===== config.mk =====
export PLATFORM = sky130hd
export DESIGN_NAME = inst_fetch_unit
export DESIGN_NICKNAME = d
export VERILOG_FILES = /design/src/rtl/cpu_defs.sv /design/src/rtl/inst_fetch_unit.sv
export SDC_FILE = /design/constraint.sdc
export NUM_CORES = 1
export LEC_CHECK = 0
export CORE_UTILIZATION = 45
export CTS_CLUSTER_SIZE = 40
export DETAILED_ROUTE_END_ITERATION = 12
export GPL_TIMING_DRIVEN = 1
export MAX_ROUTING_LAYER = met4
export PLACE_DENSITY = 0.88
export SETUP_SLACK_MARGIN = 0.3
export SKIP_LAST_GASP = 1
export SLEW_MARGIN = 0
export SYNTH_ARGS = -nofsm -noshare
export SYNTH_HDL_FRONTEND = slang
export SYNTH_SLANG_ARGS = --single-unit

===== constraint.sdc =====
create_clock -name clk -period 2.2 [get_ports clk]
set_input_delay 0.44 -clock clk [delete_from_list [all_inputs] [get_ports clk]]
set_output_delay 0.44 -clock clk [all_outputs]
set_load 0.01 [all_outputs]

===== src/rtl/cpu_defs.sv =====
// Shared definitions for the multi-cycle MIPS core.
// Fetch FSM encoding, reset instruction and exception codes.
package cpu_defs;

    typedef enum logic [2:0] {
        FS_IDLE  = 3'd0,
        FS_REQ   = 3'd1,
        FS_WAIT  = 3'd2,
        FS_DRAIN = 3'd3,
        FS_DONE  = 3'd4
    } fetch_state_e;

    localparam logic [31:0] RESET_INST = 32'h0000_0000;
    localparam logic [4:0]  EXC_ADEL   = 5'h04;

endpackage


===== src/rtl/inst_fetch_unit.sv =====
// Instruction fetch: issues one SRAM-like request per fetch_start,
// holds the instruction register, and flags misaligned PCs.
module inst_fetch_unit
    import cpu_defs::*;
#(
    parameter int              ADDR_W     = 32,
    parameter int              DATA_W     = 32,
    parameter logic [DATA_W-1:0] RESET_INST = cpu_defs::RESET_INST
) (
    input  logic              clk,
    input  logic              reset,
    input  logic              fetch_start,
    input  logic              flush,
    input  logic [ADDR_W-1:0] pc,
    output logic              inst_req,
    output logic [ADDR_W-1:0] inst_addr,
    input  logic              inst_addr_ok,
    input  logic [DATA_W-1:0] inst_rdata,
    input  logic              inst_data_ok,
    output logic [DATA_W-1:0] instruction,
    output logic              fetch_done,
    output logic              fetch_busy,
    output logic              adel_ex,
    output logic [ADDR_W-1:0] bad_vaddr
);

    fetch_state_e      state_q;
    logic              req_q;
    logic [ADDR_W-1:0] addr_q;
    logic [DATA_W-1:0] inst_q;
    logic              done_q;
    logic              adel_q;
    logic [ADDR_W-1:0] badva_q;

    always_ff @(posedge clk) begin
        if (!reset) begin
            state_q <= FS_IDLE;
            req_q   <= 1'b0;
            addr_q  <= '0;
            inst_q  <= RESET_INST;
            done_q  <= 1'b0;
            adel_q  <= 1'b0;
            badva_q <= '0;
        end else begin
            done_q <= 1'b0;
            adel_q <= 1'b0;
            unique case (state_q)
                FS_IDLE: begin
                    if (fetch_start) begin
                        if (pc[1:0] != 2'b00) begin
                            adel_q  <= 1'b1;
                            badva_q <= pc;
                        end else begin
                            addr_q  <= pc;
                            req_q   <= 1'b1;
                            state_q <= FS_REQ;
                        end
                    end
                end
                FS_REQ: begin
                    // Once accepted, a response is owed even if flushed.
                    if (inst_addr_ok) begin
                        req_q <= 1'b0;
                        if (flush) begin
                            state_q <= inst_data_ok ? FS_IDLE : FS_DRAIN;
                        end else if (inst_data_ok) begin
                            inst_q  <= inst_rdata;
                            done_q  <= 1'b1;
                            state_q <= FS_DONE;
                        end else begin
                            state_q <= FS_WAIT;
                        end
                    end else if (flush) begin
                        req_q   <= 1'b0;
                        state_q <= FS_IDLE;
                    end
                end
                FS_WAIT: begin
                    if (flush) begin
                        state_q <= inst_data_ok ? FS_IDLE : FS_DRAIN;
                    end else if (inst_data_ok) begin
                        inst_q  <= inst_rdata;
                        done_q  <= 1'b1;
                        state_q <= FS_DONE;
                    end
                end
                FS_DRAIN: begin
                    if (inst_data_ok) begin
                        state_q <= FS_IDLE;
                    end
                end
                FS_DONE: begin
                    state_q <= FS_IDLE;
                end
                default: begin
                    state_q <= FS_IDLE;
                    req_q   <= 1'b0;
                end
            endcase
        end
    end

    assign inst_req    = req_q;
    assign inst_addr   = addr_q;
    assign instruction = inst_q;
    assign fetch_done  = done_q;
    assign fetch_busy  = (state_q != FS_IDLE);
    assign adel_ex     = adel_q;
    assign bad_vaddr   = badva_q;

endmodule


=== Word level (Yosys, flattened, before mapping) ===
Cells that the tools add are included.

* Bits in registers: 102
* Input bits: 70
* Logic and storage cells: 55

* Eq/ne operators: 10
* Muxes and demuxes: 25
* Bitwise logic cells: 2
* Reductions and logical operators: 11

{| class="wikitable"
|+ Operator list
! cell !! number
|-
| $mux W32 || 3
|-
| $pmux W32 S2 || 1
|-
| $mux W3 || 9
|-
| $pmux W3 S4 || 1
|-
| $reduce_and A3 Y1 || 3
|-
| $mux W1 || 8
|-
| $ne A2 B2 Y1 const B || 4
|-
| $eq A3 B2 Y1 const B || 2
|-
| $ne A3 B3 Y1 const B || 2
|-
| $reduce_and A5 Y1 || 1
|-
| $reduce_and A4 Y1 || 1
|-
| $reduce_bool A2 Y1 || 2
|-
| $eq A3 B1 Y1 const B || 1
|-
| $eq A3 B3 Y1 const B || 1
|-
| $logic_not A3 Y1 || 1
|-
| $pmux W1 S3 || 1
|-
| $reduce_bool A3 Y1 || 1
|-
| $reduce_or A3 Y1 || 1
|-
| $mux W2 || 1
|-
| $not A1 Y1 || 2
|-
| $pmux W1 S2 || 1
|-
| $reduce_and A2 Y1 || 1
|}

=== Longest topological paths before layout ===
Gate-level depths: netlist of the first run.

* Depth in word-level cells: 4
* Mapped depth: 7
* Depth with buffers taken out: 5

=== Worst setup path before layout of the first run ===
OpenSTA, ideal clock, no wires.

* Path kind: input to register
* Start: input inst_addr_ok
* End: register inst_q[10], in the netlist instruction[10]
* Cell stages on the path: 5
* Setup time: 116 ps
* Path buffers: 1
* Arrival time: 1391 ps
* Required time: 2084 ps
* Slack: 693 ps
* Cells stage by stage: and3b_2 -> o211ai_4 -> buf_12 -> mux2i_1 -> nor2b_1

* Longest elaborated chain between the ends: 2

{| class="wikitable"
|+ Ends and longest elaborated chain
! item !! RTL line !! text
|-
| start: declaration || inst_fetch_unit.sv:17 || <nowiki>input logic inst_addr_ok,</nowiki>
|-
| $ne A2 B2 Y1 (no source line) || -- ||
|-
| $reduce_and A2 Y1 (no source line) || -- ||
|-
| end signal: assignment || inst_fetch_unit.sv:67 || <nowiki>inst_q <= inst_rdata;</nowiki>
|-
| end signal: assignment || inst_fetch_unit.sv:82 || <nowiki>inst_q <= inst_rdata;</nowiki>
|-
| end: declaration || inst_fetch_unit.sv:30 || <nowiki>logic [DATA_W-1:0] inst_q;</nowiki>
|}

Every way passes these cells.
A chain may end at the register's enable or synchronous reset.

=== Worst setup path in the final report of the first run ===
* Start: register state_q[2]
* End: output fetch_busy

* Longest elaborated chain between the ends: 1

{| class="wikitable"
|+ Ends and longest elaborated chain
! item !! RTL line !! text
|-
| start: declaration || inst_fetch_unit.sv:27 || <nowiki>fetch_state_e state_q;</nowiki>
|-
| start signal: assignment || inst_fetch_unit.sv:65 || <nowiki>state_q <= inst_data_ok ? FS_IDLE : FS_DRAIN;</nowiki>
|-
| start signal: assignment || inst_fetch_unit.sv:80 || <nowiki>state_q <= inst_data_ok ? FS_IDLE : FS_DRAIN;</nowiki>
|-
| $reduce_bool A3 Y1 || inst_fetch_unit.sv:107 || <nowiki>assign fetch_busy = (state_q != FS_IDLE);</nowiki>
|-
| end: declaration || inst_fetch_unit.sv:22 || <nowiki>output logic fetch_busy,</nowiki>
|}

Every way passes these cells.

==> results of run 1 <==
[area by class of cell]
| class | count | area share |
|---|---|---|
| Timing Repair Buffer | 181 | 0.306 |
| Sequential cell | 102 | 0.347 |
| Tap cell | 105 | 0.0223 |
| Inverter | 2 | 0.00128 |
| Clock inverter | 5 | 0.00978 |
| Multi-Input combinational cell | 284 | 0.289 |
| Clock buffer | 11 | 0.0240 |
[critical path: cells and delay by family, from the launching register on]
kind	cells	cell delay (ns)
flip-flops	1	0.39
buffers and inverters	2	0.37
AND/OR/NAND/NOR	1	0.23
[how the worst min path moves through the flow]
stage                                           from                    endpoint  slack [ns]  cells after the start
after floorplan            bad_vaddr[0]$_SDFFE_PN0P_   bad_vaddr[0]$_SDFFE_PN0P_        0.48                      2
after global placement    bad_vaddr[27]$_SDFFE_PN0P_  bad_vaddr[27]$_SDFFE_PN0P_        0.44                      2
after detailed placement  inst_addr[18]$_SDFFE_PN0P_  inst_addr[18]$_SDFFE_PN0P_        0.44                      2
after CTS                 inst_addr[18]$_SDFFE_PN0P_  inst_addr[18]$_SDFFE_PN0P_        0.46                      2
after global routing      inst_addr[18]$_SDFFE_PN0P_  inst_addr[18]$_SDFFE_PN0P_        0.48                      2
final                      bad_vaddr[9]$_SDFFE_PN0P_   bad_vaddr[9]$_SDFFE_PN0P_        0.45                      2
[power by group]
part	total, mW	internal, mW	switching [mW]
clock network	1.19	0.561	0.630
registers	2.10	2.00	0.102
logic	1.11	0.593	0.515
[logic make-up (layout without fill, tap and decap cells)]
logic type,count (synthesis),count (layout),synth area share
AND/OR/NAND/NOR,179,179,0.210
flip-flops,102,102,0.516
AO/OA/AOI/OAI,72,72,0.138
multiplexers,33,33,0.0835
buffers and inverters,31,199,0.0534
[cells in the mapped netlist]
master	number	share of area
a31oi_1	1	0.0016
buf_2	1	0.0013
and2b_2	1	0.0022
inv_2	1	0.00095
o22ai_1	1	0.0016
nor2b_1	32	0.051
and2_1	1	0.0016
nor4_1	2	0.0032
nand2_1	125	0.12
a21boi_0	26	0.049
o211a_1	1	0.0025
and3_1	3	0.0047
dfxtp_1	102	0.52
nor3b_1	1	0.0019
a21boi_1	36	0.068
nand3_1	1	0.0013
clkbuf_1	17	0.016
nor3b_4	1	0.0047
mux2i_1	33	0.083
nand2b_1	2	0.0032
nand3b_1	2	0.0038
nor2_1	4	0.0038
o211ai_4	1	0.0054
nor3_1	1	0.0013
inv_1	1	0.00095
buf_12	3	0.015
a21oi_1	4	0.0051
nor4b_1	1	0.0022
and3b_2	1	0.0025
buf_6	4	0.011
o21bai_1	2	0.0038
buf_4	4	0.0076
nor3_4	1	0.0041
[sequential cells by signal, summed over array words and instances (netlist names)]
name	cells
inst_addr	32
bad_vaddr	32
instruction	32
inst_req	1
fetch_done	1
state_q	3
adel_ex	1
[metal layers]
metal | vias to the layer above | wire length, um | track usage
li1 | 1688 | - | -
met4 | 0 | 213 | 0.0883
met5 | - | 0 | -
met1 | 1602 | 4110 | 0.240
met3 | 20 | 867 | 0.0624
met2 | 140 | 5060 | 0.403
[repair_timing]
item,in CTS,in global routing
endpoints found under the setup margin,1,0
buffers inserted,1,0
hold buffers,0,0
resized for setup,3,0
==> impl_metrics.toml, run 1 <==
[drt]
first_pass_iters = 4
wl_per_cell_um = 14.9
postRouteWirelength_um = 10200
vias = 3450
drt_iter0_markers = 63
antenna_left = 0
drc = 0
vias_per_cell = 5.00

[global_routing]
grt_overflow = 0
grt_max_degree = 64
grtUsageTotal = 0.227
antenna_found_initial = 0
grt_pass1_wl_um = 15500
grt_pass1_vias = 3405

[setup_path]
r2r_end = "instruction[20]$_SDFFE_PN0P_"
worstSetupEndpoint = "fetch_busy"
required_ns = 1.76
max_stage_delay_ns = 0.39
crit_slowest_cell = "dfxtp_1"
path_max_fanout = 5
cp.arrival_ns = 1.34
cp_cell_sequence = "nor3_4 > inv_2 > dlygate4sd2_1"
crit_type = "flip-flop to primary output"
endpoint_kind = "primary output"
cp-startpoint = "state_q[2]$_SDFFE_PN0P_"
cp-start-kind = "flip-flop"
reg2reg_from = "state_q[1]$_SDFFE_PN0P_"
r2r_cells = 5
r2r_setup_slack_ns = 0.61

[floorplanning]
die_area_mm2 = 0.00917
start_util = 0.472
die_w_um = 95.8
pin_count = 170
coreArea_mm2 = 0.00838
rows = 33
die_h_um = 95.8

[sta]
finalCritPeriodShare = 0.808
worst_slew_pin_slew_ns = 0.383
rsz0062_at_grt = "no"
final_max_slew_viol_count = 0
finalSetupViolCount = 0
slew_headroom = 0.744
clock_skew_ns = 0.0154
layout_setup_ws_ns = 0.423
tns_ns = 0
max_freq_ghz = 0.563
hold_violations = 0
whs_ns = 0.455
post-route-min-period_ns = 1.78

[placed_design]
hpwlAfterDp_um = 7550
preCtsSetupSlack_ns = 0.0959
dpl_cell_area_mm2 = 0.00568
dp.cells = 673
port_buffers = 169
gp_congestion = 0.808

[final_layout]
post-route-cell-area_mm2 = 0.00589
final_util = 0.702
final_common_cell = "clkdlybuf4s50_1"
nets = 650
multiInputGateArea_mm2 = 0.00170
syn2layout_area_growth_pct = 48.8
diodes = 0
fillCellCount = 635
drive_gt1_frac = 0.0615
most-common-layout-cells = "clkdlybuf4s50_1 (167), nand2_1 (125), dfxtp_1 (100), a21boi_1 (36), mux2i_1 (33)"
final_cells = 690
ff_latch_area_mm2 = 0.00204

[cts]
cts_buffer_depth = 2
root_buffer = "clkbuf_8"
cts_tree = "built"
cts_max_level = 3
numCtsBuffers = 9
numClockSinks = 102
path_clk_slew_ns = 0.10
clk_latency_ns = 0.35

[yosys]
syn_inst = 417
ys_seq_area_frac = 0.516
ys_ff_latch = 102
synth_cell_type_count = 33
synth.avg_cell_area_um2 = 9.49
yosys_warnings = 0
synth_fp_nets = 487
synthesis.area_mm2 = 0.00396

[job]
drv_cap = 0

[min_path]
hold_class = "flip-flop to flip-flop"

[outcome]
status = "finished clean"

[pwr]
leakage_nw = 2.34
p_total_mw = 4.40
max-vdd-ir-drop_mv = 0.470
p_per_area_mw_per_mm2 = 747
Note: power is estimated with default switching activity, not from simulation.
==> inputs of run 2 (changes only) <==
CORE_UTILIZATION = 38   (was 45)
PLACE_DENSITY = 0.8   (was 0.88)
clock period = 1.6 ns   (was 2.2 ns; I/O delays follow)
==> impl_metrics.toml, run 2 (synthesis results as in run 1) <==
[global_routing]
grtUsageTotal = 0.231
antenna_found_initial = 0
grt_pass1_vias = 3685
grt_max_degree = 49
grt_overflow = 0
grt_pass1_wl_um = 19100

[final_layout]
most-common-layout-cells = "dfxtp_1 (84), clkdlybuf4s50_1 (66), nand2_1 (59), clkbuf_2 (55), a21boi_1 (34)"
final_util = 0.688
syn2layout_area_growth_pct = 73.2
final_common_cell = "dfxtp_1"
drive_gt1_frac = 0.423
diodes = 0
nets = 686

[setup_path]
crit_slowest_cell = "dfxtp_4"
cp_cell_sequence = "and3b_2 > o211ai_4 > buf_12 > clkbuf_16 > mux2i_1 > nor2b_1"
crit_type = "flip-flop to flip-flop"
path_buf_inv = 2
cp-start-kind = "flip-flop"
endpoint_kind = "flip-flop"
cp.arrival_ns = 1.80
max_stage_delay_ns = 0.39
required_ns = 1.86
path_max_fanout = 8
crit_family = "flip-flops"

[sta]
slew_headroom = 0.701
finalSetupViolCount = 0
clock_skew_ns = 0.00780
whs_ns = 0.287
finalCritPeriodShare = 0.966
max_freq_ghz = 0.647
final_max_slew_viol_count = 0
hold_violations = 0
worst_slew_pin_slew_ns = 0.448
rsz0062_at_grt = "yes"
post-route-min-period_ns = 1.55

[pwr]
p_clk_frac = 0.238
pwr-share-seq = 0.410
netSwitchingPower_mw = 2.16
power.internal_mw = 4.93
leakage_nw = 3.06
p_per_area_mw_per_mm2 = 1030
switching_share = 0.305
p_comb_frac = 0.353
max-vdd-ir-drop_mv = 0.543

[floorplanning]
rows = 36
die_h_um = 104
start_util = 0.398
pin_count = 170
die_area_mm2 = 0.0108
die_w_um = 104
coreArea_mm2 = 0.00995

[drt]
wl_met3_um = 787
wl_met2_um = 6560
first_pass_iters = 6
antenna_left = 0
wl_met1_um = 5170
wl_per_cell_um = 16.9
postRouteWirelength_um = 12700
vias_per_cell = 4.87
drc = 0
topRoutingLayerUsed = "met4"
vias = 3666
drt_iter0_markers = 104

[cts]
path_clk_slew_ns = 0.10
numCtsBuffers = 9
root_buffer = "clkbuf_8"
cts_tree = "built"
cts_buffer_depth = 2
ctsHoldBuffers = 0
numClockSinks = 102
cts_max_level = 3
clk_latency_ns = 0.35

[job]
drv_cap = 0

[placed_design]
port_buffers = 169
gp_congestion = 0.808
hpwlAfterDp_um = 7580

[min_path]
hold_class = "input pin to flip-flop"

[outcome]
status = "finished clean"
run 2: area by class of cell:
class | instances | area [um^2]
fillers | 755 | 3100
multi-input cells | 284 | 2220
repair buffers | 217 | 2180
flip-flops and latches | 102 | 2070
well taps | 133 | 166
clock buffers | 11 | 151
clock inverters | 4 | 55.1
inverters | 2 | 7.51
run 2: path summary, 6_finish.rpt:
path,slack [ns],cells past startpoint,endpoint,from
worst min register to register,0.46,2,inst_addr[3]$_SDFFE_PN0P_,inst_addr[3]$_SDFFE_PN0P_
worst max-delay path,0.05,6,instruction[2]$_SDFFE_PN0P_,state_q[1]$_SDFFE_PN0P_
worst min-delay path,0.29,3,bad_vaddr[1]$_SDFFE_PN0P_,pc[1]
worst max register to register,0.05,6,instruction[2]$_SDFFE_PN0P_,state_q[1]$_SDFFE_PN0P_
run 2: tightest hold or removal path, stage by stage:
cell and delay, ns:
dlymetal6s2s_1 0.16, nand2_4 0.08, a21boi_2 0.04
run 2: through the flow:
stage	worst slack [ns]	instance area, um^2	TNS [ns]	std cells	power, mW
CTS	0.0627	6570	0	747	6.80
finish	0.0540	6850	0	753	7.09
floorplan	0.107	3980	0	417	3.76
detailed placement	-0.261	5810	-18.03	708	4.56
global route	-0.0205	6850	-0.0849	753	7.39
global placement	-0.219	5810	-14.58	708	4.52
run 2: repair_timing:
item | in CTS | in global routing
endpoints found under the setup margin | 200 | 185
buffers inserted | 13 | 4
resized for setup | 263 | 216
pin swaps | 47 | 83
cloned | 11 | 2
run 2: power by group through the flow:
stage                     Combinational, mW  Sequential (mW)  Clock (mW)
after floorplan                       0.768             2.99           0
after global placement                 1.59             2.92           0
after detailed placement               1.63             2.93           0
after CTS                              2.18             2.89        1.73
after global routing                   2.65             2.92        1.82
final                                  2.50             2.90        1.69
run 2: routing by layer:
layer	global-route usage	up-vias
li1	-	1775
met1	0.256	1728
met2	0.409	137
met3	0.0526	26
met4	0.0755	0
met5	-	-
==> inputs of run 3 (changes only) <==
--- a/config.mk
+++ b/config.mk
@@ -7,2 +7,3 @@
 export LEC_CHECK = 0
+export ABC_CLOCK_PERIOD_IN_PS = 1600
 export CORE_UTILIZATION = 38
@@ -12,3 +13,3 @@
 export MAX_ROUTING_LAYER = met4
-export PLACE_DENSITY = 0.8
+export PLACE_DENSITY = 0.78
 export SETUP_SLACK_MARGIN = 0.3
--- a/constraint.sdc
+++ b/constraint.sdc
@@ -3,2 +3,2 @@
 set_output_delay 0.32 -clock clk [all_outputs]
-set_load 0.01 [all_outputs]
+set_load 0.02 [all_outputs]
==> impl_metrics.toml, run 3 (synthesis results as in run 1) <==
[outcome]
status = "finished clean"

[setup_path]
endpoint_kind = "flip-flop"
path_max_fanout = 8
cp_cell_sequence = "and2b_2 > o211ai_4 > buf_12 > buf_6 > buf_16 > mux2i_1 > nor2b_1"
reg2reg_from = "state_q[0]$_SDFFE_PN0P_"
max_stage_delay_ns = 0.39
cp-start-kind = "flip-flop"
r2r_end = "instruction[2]$_SDFFE_PN0P_"
crit_slowest_cell = "dfxtp_4"
r2r_setup_slack_ns = 0.01
required_ns = 1.86
crit_type = "flip-flop to flip-flop"
r2r_cells = 7
cp.arrival_ns = 1.84

[floorplanning]
die_area_mm2 = 0.0108
die_h_um = 104
rows = 36
coreArea_mm2 = 0.00995
die_w_um = 104
start_util = 0.398
pin_count = 170

[global_routing]
grt_overflow = 0
grt_pass1_vias = 3579
antenna_found_initial = 0
grtUsageTotal = 0.218
grt_max_degree = 55
grt_pass1_wl_um = 18300

[pwr]
p_per_area_mw_per_mm2 = 1110
max-vdd-ir-drop_mv = 0.635
leakage_nw = 2.97

[cts]
cts_tree = "built"
path_clk_slew_ns = 0.10
cts_buffer_depth = 2
ctsHoldBuffers = 0
cts_max_level = 3
clk_latency_ns = 0.36
root_buffer = "clkbuf_8"
numClockSinks = 102
numCtsBuffers = 9

[final_layout]
nets = 681
post-route-cell-area_mm2 = 0.00633
syn2layout_area_growth_pct = 60.0
most-common-layout-cells = "nand2_1 (100), dfxtp_1 (100), buf_2 (97), clkdlybuf4s50_1 (66), a21boi_1 (43)"
diodes = 0
drive_gt1_frac = 0.365

[drt]
drt_iter0_markers = 99
first_pass_iters = 4
antenna_left = 0
drc = 0
postRouteWirelength_um = 12100
vias_per_cell = 4.83
vias = 3609
wl_per_cell_um = 16.2

[min_path]
whs_endpoint = "inst_addr[8]$_SDFFE_PN0P_"
min_delay_path_depth = 2
hold_class = "flip-flop to flip-flop"
min-delay-start = "inst_addr[8]$_SDFFE_PN0P_"

[sta]
finalSetupViolCount = 0
slew_headroom = 0.675
worst_slew_pin_slew_ns = 0.487
final_max_slew_viol_count = 0
finalCritPeriodShare = 0.993
hold_violations = 0
layout_setup_ws_ns = 0.0113
post-route-min-period_ns = 1.59
clock_skew_ns = 0.00937
max_freq_ghz = 0.629
rsz0062_at_grt = "yes"

[placed_design]
hpwlAfterDp_um = 7330
dpl_cell_area_mm2 = 0.00579
gp_congestion = 0.832
preCtsSetupSlack_ns = -0.284
port_buffers = 169

[job]
drv_cap = 0
run 3: cell count changes in the layout (fill, tap and decap cells not counted), sizes merged:
cell	before	now
dlygate4sd2	2	1
clkinv	1	0
buf	51	135
inv	3	4
clkbuf	67	12
clkdlybuf4s15	41	6
clkinvlp	1	0
bufinv	1	3
run 3: layout make-up:
cell class                      instances  area, um^2
Inverter                                2        7.51
Clock inverter                          5         108
Clock buffer                            9         124
Multi-Input combinational cell        284        2040
Tap cell                              133         166
Sequential cell                       102        2050
Timing Repair Buffer                  212        1840
Fill cell                             847        3620
run 3: worst max path at each step:
stage                       startpoint                            to  slack (ns)  cells past startpoint
2_1_floorplan  state_q[1]$_SDFFE_PN0P_  instruction[10]$_SDFFE_PN0P_        0.11                      6
3_3_place_gp              inst_addr_ok  instruction[25]$_SDFFE_PN0P_       -0.22                      6
3_5_place_dp              inst_addr_ok  instruction[25]$_SDFFE_PN0P_       -0.28                      6
4_1_cts        state_q[1]$_SDFFE_PN0P_   instruction[6]$_SDFFE_PN0P_        0.06                      6
5_1_grt        state_q[0]$_SDFFE_PN0P_   instruction[2]$_SDFFE_PN0P_       -0.04                      7
6_report       state_q[0]$_SDFFE_PN0P_   instruction[2]$_SDFFE_PN0P_        0.01                      7
run 3: what timing repair did:
item                       in CTS  in global routing
resized for setup             399                126
pin swaps                      11                 47
buffers inserted                9                  3
cloned                          9                  3
setup endpoints to repair     201                151
run 3: layer usage:
metal / wire [um] / share of wire / global-route usage
met1: 5300 / 0.44 / 0.253
met3: 632 / 0.052 / 0.0470
met2: 5980 / 0.50 / 0.376
met5: 0 / 0 / -
met4: 160 / 0.013 / 0.0633
run 3: critical path: cells and delay by family, from the launching register on:
| kind | cells | cell delay (ns) |
|---|---|---|
| buffers and inverters | 3 | 0.39 |
| DFF | 1 | 0.39 |
| muxes | 1 | 0.21 |
| AOI/OAI and AO/OA | 1 | 0.20 |
| and+or+nand+nor | 2 | 0.32 |
run 3: power breakdown:
group	total [mW]	switching (mW)	internal, mW	leakage, nW
Sequential	2.87	0.118	2.75	0.830
Clock	1.90	0.870	1.03	0.116
Combinational	2.23	1.15	1.08	2.02
Total	7.00	2.13	4.87	2.97
run 3: per-stage QoR:
stage	util	total power, mW	hold WS, ns	TNS [ns]	cells
after floorplan	-	3.91	0.392	0	417
after detailed placement	0.581	4.70	0.447	-17.44	709
after CTS	0.628	6.86	0.455	0	741
after global placement	0.581	4.65	0.440	-12.59	709
final	0.636	7.00	0.455	0	747
after global routing	0.636	7.30	0.471	-0.314	747
